===== src/rtl/resnet88_sched_pkg.sv =====
// Shared types and widths for the resnet88 stream scheduler.
package resnet88_sched_pkg;

    typedef enum logic [1:0] {
        ST_IDLE  = 2'd0,
        ST_FLUSH = 2'd1,
        ST_RUN   = 2'd2,
        ST_DONE  = 2'd3
    } sched_state_e;

    localparam int LANE_W  = 4;
    localparam int DATA_W  = 16;
    localparam int COUNT_W = 32;

endpackage


===== src/rtl/resnet88_lane_fifo.sv =====
// Fall-through lane FIFO: the head is visible combinationally and reads 0 when empty.
module resnet88_lane_fifo #(
    parameter int DEPTH  = 4,
    parameter int DATA_W = 16
) (
    input  logic              clk,
    input  logic              rst,
    input  logic              push_i,
    input  logic              pop_i,
    input  logic              clear_i,
    input  logic [DATA_W-1:0] wdata_i,
    output logic              full_o,
    output logic              empty_o,
    output logic [DATA_W-1:0] head_o
);
    localparam int AW = $clog2(DEPTH);

    logic [AW:0]       wptr_q, wptr_d;
    logic [AW:0]       rptr_q, rptr_d;
    logic [DATA_W-1:0] mem_q [DEPTH];
    logic              do_push, do_pop;

    assign empty_o = (wptr_q == rptr_q);
    assign full_o  = (wptr_q[AW] != rptr_q[AW]) && (wptr_q[AW-1:0] == rptr_q[AW-1:0]);
    assign head_o  = empty_o ? '0 : mem_q[rptr_q[AW-1:0]];

    // Full blocks a push even when a pop happens in the same cycle.
    assign do_push = push_i && !full_o && !clear_i;
    assign do_pop  = pop_i && !empty_o && !clear_i;

    always_comb begin
        wptr_d = wptr_q;
        rptr_d = rptr_q;
        if (clear_i) begin
            wptr_d = '0;
            rptr_d = '0;
        end else begin
            if (do_push) wptr_d = wptr_q + 1'b1;
            if (do_pop)  rptr_d = rptr_q + 1'b1;
        end
    end

    always_ff @(posedge clk or posedge rst) begin
        if (rst) begin
            wptr_q <= '0;
            rptr_q <= '0;
        end else begin
            wptr_q <= wptr_d;
            rptr_q <= rptr_d;
        end
    end

    always_ff @(posedge clk) begin
        if (do_push) mem_q[wptr_q[AW-1:0]] <= wdata_i;
    end

endmodule


===== src/rtl/resnet88_stream_sched.sv =====
// Run sequencer and input-stream scheduler for resnet88.
// Optional underflow checking: RESNET88_STREAM_SCHED_UNDERFLOW_CHECK_EN.
module resnet88_stream_sched
    import resnet88_sched_pkg::*;
#(
    parameter int NUM_LANES = 9,
    parameter int NUM_OUT   = 8,
    parameter int DEPTH     = 4,
    parameter int OUT_TOTAL = 4096
) (
    input  logic                        clk,
    input  logic                        rst_n,
    input  logic                        start,
    input  logic                        in_valid,
    output logic                        in_ready,
    input  logic [LANE_W-1:0]           in_lane,
    input  logic [DATA_W-1:0]           in_data,
    input  logic [NUM_LANES-1:0]        lane_read_en,
    output logic [NUM_LANES*DATA_W-1:0] lane_data,
    input  logic [NUM_OUT-1:0]          out_write_valid,
    output logic                        dut_flush,
    output logic                        busy,
    output logic                        done,
    output logic [COUNT_W-1:0]          out_count,
    output logic                        underflow_err,
    output logic [LANE_W-1:0]           underflow_lane
);
    // Reset is active-high despite the port name.
    wire rst = rst_n;

    sched_state_e         state_q, state_d;
    logic [COUNT_W-1:0]   count_q, count_d;
    logic [COUNT_W-1:0]   beats;
    logic [COUNT_W-1:0]   count_sum;
    logic                 start_acc;
    logic                 lane_ok;
    logic [NUM_LANES-1:0] full_vec, empty_vec, push_vec, pop_vec;
    logic [(1<<LANE_W)-1:0] full_ext;

    assign start_acc = start && (state_q == ST_IDLE || state_q == ST_DONE);
    assign lane_ok   = (int'(in_lane) < NUM_LANES);

    always_comb begin
        full_ext                = '0;
        full_ext[NUM_LANES-1:0] = full_vec;
    end

    // Out-of-range lanes are always ready so the stream drains by dropping them.
    assign in_ready = (state_q == ST_RUN) && (!lane_ok || !full_ext[in_lane]);

    always_comb begin
        beats = '0;
        for (int i = 0; i < NUM_OUT; i++) beats = beats + COUNT_W'(out_write_valid[i]);
    end
    assign count_sum = count_q + beats;

    always_comb begin
        state_d = state_q;
        count_d = count_q;
        case (state_q)
            ST_IDLE, ST_DONE: begin
                if (start_acc) begin
                    state_d = ST_FLUSH;
                    count_d = '0;
                end
            end
            ST_FLUSH: state_d = ST_RUN;
            ST_RUN: begin
                count_d = count_sum;
                if (count_sum >= COUNT_W'(OUT_TOTAL)) state_d = ST_DONE;
            end
            default: state_d = ST_IDLE;
        endcase
    end

    always_ff @(posedge clk or posedge rst) begin
        if (rst) begin
            state_q <= ST_IDLE;
            count_q <= '0;
        end else begin
            state_q <= state_d;
            count_q <= count_d;
        end
    end

    assign dut_flush = (state_q == ST_FLUSH);
    assign busy      = (state_q == ST_FLUSH) || (state_q == ST_RUN);
    assign done      = (state_q == ST_DONE);
    assign out_count = count_q;

    genvar gi;
    generate
        for (gi = 0; gi < NUM_LANES; gi++) begin : g_lane
            assign push_vec[gi] = in_valid && in_ready && (in_lane == LANE_W'(gi));
            assign pop_vec[gi]  = lane_read_en[gi] && (state_q != ST_FLUSH);

            resnet88_lane_fifo #(
                .DEPTH  (DEPTH),
                .DATA_W (DATA_W)
            ) u_fifo (
                .clk     (clk),
                .rst     (rst),
                .push_i  (push_vec[gi]),
                .pop_i   (pop_vec[gi]),
                .clear_i (start_acc),
                .wdata_i (in_data),
                .full_o  (full_vec[gi]),
                .empty_o (empty_vec[gi]),
                .head_o  (lane_data[gi*DATA_W +: DATA_W])
            );
        end
    endgenerate

`ifdef RESNET88_STREAM_SCHED_UNDERFLOW_CHECK_EN
    logic              err_q, err_d;
    logic [LANE_W-1:0] err_lane_q, err_lane_d;
    logic [NUM_LANES-1:0] uf_vec;
    logic [LANE_W-1:0] uf_low;

    assign uf_vec = (state_q == ST_RUN) ? (lane_read_en & empty_vec) : '0;

    // Walk downward so the lowest offending lane is the last one written.
    always_comb begin
        uf_low = '0;
        for (int i = NUM_LANES - 1; i >= 0; i--) begin
            if (uf_vec[i]) uf_low = LANE_W'(i);
        end
    end

    always_comb begin
        err_d      = err_q;
        err_lane_d = err_lane_q;
        if (start_acc) begin
            err_d      = 1'b0;
            err_lane_d = '0;
        end else if (!err_q && (uf_vec != '0)) begin
            err_d      = 1'b1;
            err_lane_d = uf_low;
        end
    end

    always_ff @(posedge clk or posedge rst) begin
        if (rst) begin
            err_q      <= 1'b0;
            err_lane_q <= '0;
        end else begin
            err_q      <= err_d;
            err_lane_q <= err_lane_d;
        end
    end

    assign underflow_err  = err_q;
    assign underflow_lane = err_lane_q;
`else
    assign underflow_err  = 1'b0;
    assign underflow_lane = '0;
`endif

endmodule


===== config.mk =====
export PLATFORM = sky130hd
export DESIGN_NAME = resnet88_stream_sched
export DESIGN_NICKNAME = d
export VERILOG_FILES = /design/src/rtl/resnet88_sched_pkg.sv /design/src/rtl/resnet88_lane_fifo.sv /design/src/rtl/resnet88_stream_sched.sv
export SDC_FILE = /design/constraint.sdc
export NUM_CORES = 1
export LEC_CHECK = 0
export ABC_AREA = 1
export BUFFER_PORTS_ARGS = -buffer_cell sky130_fd_sc_hd__buf_2
export CORE_MARGIN = 2
export CORE_UTILIZATION = 36
export DETAILED_ROUTE_END_ITERATION = 8
export GPL_TIMING_DRIVEN = 0
export SYNTH_ARGS = -nofsm -noshare
export SYNTH_HDL_FRONTEND = slang
export SYNTH_SLANG_ARGS = --single-unit

===== constraint.sdc =====
create_clock -name clk -period 4 [get_ports clk]
set_input_delay 0 -clock clk [delete_from_list [all_inputs] [get_ports clk]]
set_output_delay 0 -clock clk [all_outputs]
set_load 0.005 [all_outputs]

Word-level counts from Yosys, hierarchy flattened
Memory sizes are Yosys's and may differ from the RTL's. Cells that the tools add are included.

Flip-flop bits (word level): 88. Bits in writable memories: 576. Bits of input ports: 41. Logic and storage cells: 283. Memories kept: 9.

$add $sub $neg: 26. Magnitude comparators: 3. Eq/ne operators: 41. Multiplexer cells: 70. Reduce and logical (&&, ||, !) cells: 114.

Memories: g_lane[0].u_fifo.mem_q (words 4, width 16, read ports 1, clocked after Yosys merged registers in 0, write ports 1, line resnet88_lane_fifo.sv:20) `logic [DATA_W-1:0] mem_q [DEPTH];`; g_lane[1].u_fifo.mem_q (words 4, width 16, read ports 1, clocked after Yosys merged registers in 0, write ports 1, line resnet88_lane_fifo.sv:20); g_lane[2].u_fifo.mem_q (words 4, width 16, read ports 1, clocked after Yosys merged registers in 0, write ports 1, line resnet88_lane_fifo.sv:20); g_lane[3].u_fifo.mem_q (words 4, width 16, read ports 1, clocked after Yosys merged registers in 0, write ports 1, line resnet88_lane_fifo.sv:20); g_lane[4].u_fifo.mem_q (words 4, width 16, read ports 1, clocked after Yosys merged registers in 0, write ports 1, line resnet88_lane_fifo.sv:20); g_lane[5].u_fifo.mem_q (words 4, width 16, read ports 1, clocked after Yosys merged registers in 0, write ports 1, line resnet88_lane_fifo.sv:20); +3 memories.

Operators by type and width (count): $mux W16 (9); $mux W3 (36); $logic_and A1 B1 Y1 (66); $pmux W32 S2 (1); $add A3 B1 Y3 const B (18); $reduce_bool A2 Y1 (19); $add A32 B8 Y32 (1); $ge A32 B13 Y1 const B (1); $mux W32 (1); $eq A3 B3 Y1 (9); $logic_not A1 Y1 (21); $mux W1 (19); $eq A2 B2 Y1 (9); $eq A4 B3 Y1 const B (4); $ne A1 B1 Y1 (9); $add A7 B1 Y8 (1); $eq A4 B2 Y1 const B (2); $add A6 B1 Y7 (1); $add A5 B1 Y6 (1); $pmux W2 S3 (1); $add A4 B1 Y5 (1); $lt A4 B5 Y1 const B (1); $add A3 B1 Y4 (1); $bmux W1 S4 (1); 15 further kinds (21).

Depth between registers and ports, before layout
Gate-level depths: netlist (run 1).

Depth after elaboration: 13. Gate-level depth with buffers: 24. Gate-level depth less buffers: 24.

Cells and area by module
Synthesis (run 1) repeated with hierarchy kept, for this count alone.

Cells, all modules: 2748. Area total of the unflattened synthesis: 30392.9 um^2.

By module, submodules not included: resnet88_lane_fifo (instances 9, cells an instance 255, area each 3055.4 um^2); resnet88_stream_sched (instances 1, cells an instance 453, area each 2894.0 um^2).

Least setup slack after synthesis (run 1)
No wires, ideal clock.

Kind: input-to-reg. Start point: in out_write_valid[0]. End point: reg state_q[0]. Library setup time: 0.117 ns. Data arrival time: 3.298 ns. Required time: 3.883 ns. Setup slack: 0.586 ns. Cell stages on the path: 20. Path through: fa_1 > inv_1 > fa_1 > fa_1 > fa_1 > fa_1 > inv_1 > nand2_1 > nand2_1 > nand3_4 > nor2_4 > nand2_2 > nand2_2 > nand3_2 > nor2_2 > nand2_1 > nor2_2 > nand2_2 > nand3_1 > nand2_1.

Cells in the longest elaborated chain, start to end: 11.

RTL lines: start, declared (line resnet88_stream_sched.sv:20) `input logic [NUM_OUT-1:0] out_write_valid,`; $add A1 B1 Y2 (line resnet88_stream_sched.sv:53) `for (int i = 0; i < NUM_OUT; i++) beats = beats + COUNT_W'(out_write_valid[i]);`; $add A2 B1 Y3 (line resnet88_stream_sched.sv:53); $add A3 B1 Y4 (line resnet88_stream_sched.sv:53); $add A4 B1 Y5 (line resnet88_stream_sched.sv:53); $add A5 B1 Y6 (line resnet88_stream_sched.sv:53); $add A6 B1 Y7 (line resnet88_stream_sched.sv:53); $add A7 B1 Y8 (line resnet88_stream_sched.sv:53); $add A32 B8 Y32 (line resnet88_stream_sched.sv:55) `assign count_sum = count_q + beats;`; $ge A32 B13 Y1 (line resnet88_stream_sched.sv:70) `if (count_sum >= COUNT_W'(OUT_TOTAL)) state_d = ST_DONE;`; $ne A2 B2 Y1 (no line); $reduce_and A2 Y1 (no line); end signal, assigned (line resnet88_stream_sched.sv:81) `state_q <= state_d;`; end, declared (line resnet88_stream_sched.sv:31) `sched_state_e state_q, state_d;`.

No other way between the ends. A chain may end at the register's enable or synchronous reset.

Worst setup path in the final report (run 1)
Start point: reg count_q[0] (netlist: out_count[0]). End point: reg state_q[0].

Cells in the longest elaborated chain, start to end: 4.

RTL lines: start, declared (line resnet88_stream_sched.sv:32) `logic [COUNT_W-1:0] count_q, count_d;`; start signal, assigned (line resnet88_stream_sched.sv:82) `count_q <= count_d;`; $add A32 B8 Y32 (line resnet88_stream_sched.sv:55); $ge A32 B13 Y1 (line resnet88_stream_sched.sv:70); $ne A2 B2 Y1 (no line); $reduce_and A2 Y1 (no line).

No other way between the ends.

==> impl_metrics.csv, run 1 <==
group,metric,value,unit
outcome,status,"complete, no violations",
power_and_ir_drop,p_total,23.90,mW
timing,skew,26.62,ps
worst_setup_path,crit_arrival,4310,ps
worst_setup_path,required,4550,ps
floorplan,start_util,36.30,%
clocking,htree_levels,3,
clocking,cts_buffers,73,
clocking,clk_pin_slew,60,ps
timing,slew_violations,0,
worst_setup_path,r2r.worst_path.cells,20,
yosys,ys_seq_area_share,66.90,%
detailed_routing,ant_nets,0,
timing,period_share,93.94,%
clocking,clock_latency,610,ps
yosys,synth_area_leaders,"edfxtp_1 (59%), dfrtp_1 (7.6%), nor2_1 (5.7%)",
timing,fin_crit,3757,ps
floorplan,die_w,288.5,um
placement,io_buffers,219,
detailed_routing,wl,77750,um
global_routing,grt_max_degree,63,
yosys,syn_avg_cell_area,10.97,um^2
worst_setup_path,critical_path_class,"flop to flop",
timing,relSlewSlack,34.92,%
worst_setup_path,r2r_start,"out_count[0]",
detailed_routing,via_count,20380,
global_routing,grt_pass1_wl,116300,um
yosys,ys.flop_type,"edfxtp_1",
detailed_routing,firstDrtPassIters,7,
yosys,synth_common_cells,"edfxtp_1 (576), nor2_1 (446), nand2_1 (389)",
yosys,netlist_area,0.02915,mm^2
yosys,yosysTopAreaCellShare,59.34,%
yosys,synth_cell_types,41,
worst_hold_path,hp-class,"input pin to flop",
placement,gp_congestion,0.8540,
yosys,synth-seq-cells,664,
detailed_routing,wire_per_inst,18.82,um
final_layout,fin_nets,3112,
detailed_routing,first_iter_violations,1669,
power_and_ir_drop,p_leak,14.02,nW
clocking,clock-sinks,664,
clocking,cts_tree,"yes",
timing,tightest_slew,970.9,ps
floorplan,num_io_pins,226,
timing,rsz0062_at_grt,"no",
worst_hold_path,min_delay_path_depth,7,
clocking,cts_setup_buffers,0,
timing,setup_tns,0,ps
global_routing,grtUsageTotal,18.42,%
worst_hold_path,holdPathEnd,"g_lane[6].u_fifo.wptr_q[0]",
global_routing,grt.busiest_layer,"met2",
floorplan,row_count,104,
timing,finalSetupViolations,0,
yosys,synth.yosys.warnings,0,
power_and_ir_drop,p_per_area,686.4,mW/mm^2
timing,hold_violations,0,
yosys,synth_area_leader_cell,"edfxtp_1",
placement,dpl.hpwl,51500,um
detailed_routing,via_per_inst,4.931,
yosys,synth-edff-count,576,
detailed_routing,drc,0,
final_layout,final_cells,4132,
final_layout,drive_gt1_share,16.12,%
placement,dp.cells,3976,
final_layout,final_util,43.37,%
global_routing,grt_pass1_vias,19700,
clocking,cts_root_buf,"clkbuf_16",
yosys,synthCells,2657,
floorplan,die_y,288.5,um
worst_setup_path,crit_path_end_kind,"flop",
run,max-cap-violations,0,
global_routing,use_met1,24.48,%
worst_setup_path,r2r_slack,240,ps
clocking,clock_path_buffers,3,
yosys,synthArstFlopShare,13.25,%
worst_setup_path,critPathMaxFanout,5,
worst_hold_path,min_from,"in_lane[0]",
global_routing,grt.overflow.total,0,
power_and_ir_drop,peakVddDrop,0.3825,mV
final_layout,synthToLayoutAreaGrowth,19.46,%
global_routing,grt_use_met3,3.720,%
global_routing,antenna_found_initial,7,
floorplan,die-area,0.08326,mm^2
worst_setup_path,r2r-end,"state_q[0]",
floorplan,core,0.08029,mm^2
global_routing,gr-usage-met2,30.26,%
timing,worst_slack,242.6,ps
placement,pre_cts_slack,-55.84,ps
worst_setup_path,setup.worst_path.start_class,"flop",
yosys,yosysMostFrequentCell,"edfxtp_1",
timing,fmax,0.2661,GHz
[stage by stage]
stage                     area [um^2]  hold WS, ps
after floorplan                 29160        98.87
after global placement          31590        299.9
after detailed placement        32180        31.35
after CTS                       34810        5.842
after global routing            34810        44.86
final                           34820        26.06
[cell families (layout without fill, tap and decap cells)]
kind of cell	count (synthesis)	after routing	share of synthesized area [%]
adder cells (fa/ha/maj)	60	60	2.704
flip-flops	664	664	66.90
other	1	7	0.01287
AO/OA/AOI/OAI	457	457	9.173
AND/OR/NAND/NOR	1011	1011	14.65
buffers and inverters	438	847	5.786
XOR/XNOR	26	26	0.7813
[power breakdown]
group | internal, mW | switching, mW
combinational | 2.97 | 6.03
clock | 4.04 | 2.76
sequential | 7.79 | 0.317
[area by class of cell]
type | instances | area [um^2]
sequential | 664 | 19500
antenna | 2 | 5.005
timing repair buffer | 275 | 1725
inverter | 317 | 1194
clock inverter | 37 | 436.7
fill | 7567 | 45470
clock buffer | 97 | 1988
buffer | 121 | 495.5
tap | 1060 | 1326
multi-input combinational | 1559 | 8150
[how the worst max path moves through the flow]
stage | start | endpoint | slack [ps]
6_report | out_count[0] | state_q[0] | 240
5_1_grt | out_count[0] | state_q[1] | 20
4_1_cts | out_count[0] | state_q[1] | 190
3_5_place_dp | out_write_valid[0] | state_q[1] | -60
3_3_place_gp | state_q[0] | g_lane[8].u_fifo.mem_q[3][6] | -420
2_1_floorplan | out_write_valid[0] | state_q[0] | 590
[layer usage]
| metal | vias to the layer above | routed length [um] |
|---|---|---|
| li1 | 9829 | - |
| met1 | 9820 | 33470 |
| met2 | 573 | 36860 |
| met3 | 139 | 5057 |
| met4 | 14 | 2278 |
| met5 | - | 80 |
[registers in the layout, indices dropped and copies added (netlist names)]
name,cells
g_lane.u_fifo.mem_q,576
g_lane.u_fifo.rptr_q,27
out_count,32
g_lane.u_fifo.wptr_q,27
state_q,2
[cells in the final DEF, fill, tap and decap left out, drive strengths merged]
cell type and n:
xor2 23, nand3b 2, buf 284, bufinv 8, clkbuf 189, dlygate4sd3 20
ha 55, nor3b 1, clkinv 31, xnor2 3, nand2 410, o32ai 64
o22ai 94, conb 5, inv 313, nand4 15, nor3 35, nor2 458
clkinvlp 2, or2 9, o31ai 2, a211oi 1, fa 5, dfrtp 88
edfxtp 576, and2 1, a21oi 32, o21ai 262, nand3 80, a32o 2
diode 2
[timing repair]
action / 4_1_cts / 5_1_grt
setup endpoints to repair: 0 / 2
endpoints found under the hold margin: 156 / 0
gates resized for setup: 0 / 1
hold buffers: 20 / 0
[worst max-delay path, stage by stage, from the launching register on]
cell and delay (ps):
dfrtp_1 370, inv_1 90, fa_1 430, fa_1 460, fa_1 430, fa_1 380
inv_1 130, nand3_1 100, nand2_2 140, nand2_1 100, nor2_2 150, nand3_1 90
nand2_1 110, nand2_1 60, nor2_1 130, nand2_1 80, nor2_2 150, nand2_2 120
nand2_2 80, nand2_1 50, nand2_1 50
(Power assumes the default switching activity.)
==> run 2: changes to the inputs <==
BUFFER_PORTS_ARGS = not set   (was -buffer_cell sky130_fd_sc_hd__buf_2)
CORE_ASPECT_RATIO = 1.75   (was not set)
DONT_BUFFER_PORTS = 1   (was not set)
==> run 2 against run 1 <==
Non-clock buffer count shrank 182. Sequential share of layout area grew 1.5 points. Worst hold slack gained 140 ps. Critical path depth shrank 1. Die area grew 0.11%. Routed wire length grew 2.8%. Design area shrank 2.6%. Cell count shrank 5.2%. Critical path type unchanged. Critical endpoint unchanged.
==> impl_metrics.csv, run 2 (same netlist as run 1, synthesis figures left out) <==
group,metric,value,unit
outcome,status,"complete, no violations",
timing,slew_violations,0,
worst_setup_path,required,4540,ps
detailed_routing,via_count,19670,
timing,fin_crit,3731,ps
power_and_ir_drop,peakVddDrop,0.3975,mV
placement,gp_congestion,0.9155,
floorplan,start_util,36.23,%
detailed_routing,first_iter_violations,1368,
global_routing,grtUsageTotal,18.89,%
global_routing,antenna_found_initial,6,
floorplan,die_w,219.1,um
floorplan,die-area,0.08335,mm^2
detailed_routing,firstDrtPassIters,5,
final_layout,final_util,42.14,%
run,max-cap-violations,0,
timing,skew,31.32,ps
floorplan,row_count,138,
clocking,cts_tree,"yes",
worst_setup_path,setup.worst_path.start_class,"flop",
detailed_routing,wl,79950,um
placement,placed_area,0.03108,mm^2
power_and_ir_drop,p_leak,13.07,nW
worst_setup_path,crit_path_end_kind,"flop",
final_layout,layout_commonest_cell,"edfxtp_1",
global_routing,grt_max_degree,56,
timing,rsz0062_at_grt,"no",
floorplan,die_y,380.4,um
clocking,clk_pin_slew,70,ps
power_and_ir_drop,p_per_area,653.7,mW/mm^2
final_layout,final_area,0.03391,mm^2
floorplan,num_io_pins,226,
worst_setup_path,critical_path_class,"flop to flop",
global_routing,grt_pass1_vias,19550,
worst_setup_path,crit_arrival,4270,ps
timing,finalSetupViolations,0,
final_layout,final_cell_mix,"edfxtp_1 (576), nor2_1 (442), nand2_1 (388)",
worst_hold_path,hp-class,"input pin to flop",
timing,fmax,0.2680,GHz
timing,relSlewSlack,33.78,%
worst_setup_path,r2r.worst_path.cells,19,
global_routing,grt.overflow.total,0,
detailed_routing,via_per_inst,5.021,
clocking,clock-sinks,664,
clocking,htree_levels,2,
detailed_routing,ant_nets,0,
clocking,cts_setup_buffers,0,
timing,period_share,93.28,%
clocking,clock_path_buffers,3,
timing,hold_violations,0,
placement,io_buffers,0,
final_layout,fin_nets,2916,
worst_setup_path,critPathMaxFanout,5,
detailed_routing,wire_per_inst,20.41,um
clocking,cts_root_buf,"clkbuf_16",
final_layout,largest_reg_flops,576,
final_layout,synthToLayoutAreaGrowth,16.34,%
clocking,clock_latency,650,ps
timing,tightest_slew,993.3,ps
clocking,cts_buffers,59,
final_layout,drive_gt1_share,9.805,%
detailed_routing,drc,0,
placement,dpl.hpwl,54530,um
global_routing,grt_pass1_wl,117600,um
floorplan,core,0.08046,mm^2
worst_hold_path,min_delay_path_depth,7,
-- run 2: cell type report --
class / count / area (um^2)
Fill cell: 7639 / 46550
Tap cell: 1050 / 1314
Sequential cell: 664 / 19500
Multi-Input combinational cell: 1559 / 8165
Timing Repair Buffer: 93 / 1191
Buffer: 121 / 495.5
Clock buffer: 67 / 1528
Clock inverter: 45 / 519.2
Antenna cell: 2 / 5.005
Inverter: 317 / 1194
-- run 2: timing repair --
item                                    in CTS  in global routing
resized for setup                            0                  5
endpoints found under the setup margin       0                  2
hold buffers                                58                  0
hold endpoints to repair                   795                  0
-- run 2: path summary, 6_finish.rpt --
kind	startpoint	endpoint	slack (ps)
hold / removal	in_lane[3]	g_lane[2].u_fifo.wptr_q[2]	160
setup reg to reg	out_count[0]	state_q[0]	270
hold reg to reg	g_lane[4].u_fifo.rptr_q[2]	g_lane[4].u_fifo.rptr_q[2]	480
setup / recovery	out_count[0]	state_q[0]	270
min in group asynchronous	rst_n	out_count[2]	450
max in group asynchronous	rst_n	g_lane[8].u_fifo.wptr_q[0]	3220
-- run 2: report_power, final --
group          internal, mW  switching (mW)
Sequential             7.78           0.325
Combinational          2.12            5.91
Clock                  3.41            2.61
Total                  13.3            8.85
-- run 2: metrics by stage --
step	worst slack (ps)	TNS, ps	cells	hold WS [ps]	total power, mW
2_1_floorplan	585.6	0	2661	98.87	13.32
3_3_place_gp	-308.9	-85720	3711	103.4	16.04
3_5_place_dp	-45.17	-74.66	3746	-65.62	16.17
4_1_cts	44.89	0	3916	100.3	22.41
5_1_grt	41.86	0	3917	170.3	23.56
6_report	268.9	0	3918	164.9	22.17
-- run 2: metal layers --
metal / global-route usage, % / vias to the layer above / part of all wire (%)
li1: - / 9397 / -
met1: 21.19 / 9562 / 38
met2: 34.35 / 527 / 52
met3: 2.926 / 176 / 4.8
met4: 9.347 / 10 / 5.0
met5: 0 / - / 0.076
-- run 2: critical path, cell delays in order, from the launching register on --
cell	delay [ps]
dfrtp_1	400
inv_1	110
fa_1	440
fa_1	470
fa_1	430
fa_2	370
inv_2	90
nand3_1	110
nand2_4	130
nand2_1	100
nor2_1	140
nand3_1	80
nand2_1	90
nand2_1	110
nor2_1	110
nand2_1	70
nor2_2	150
nand2_2	100
nand3_1	80
nand2_1	50
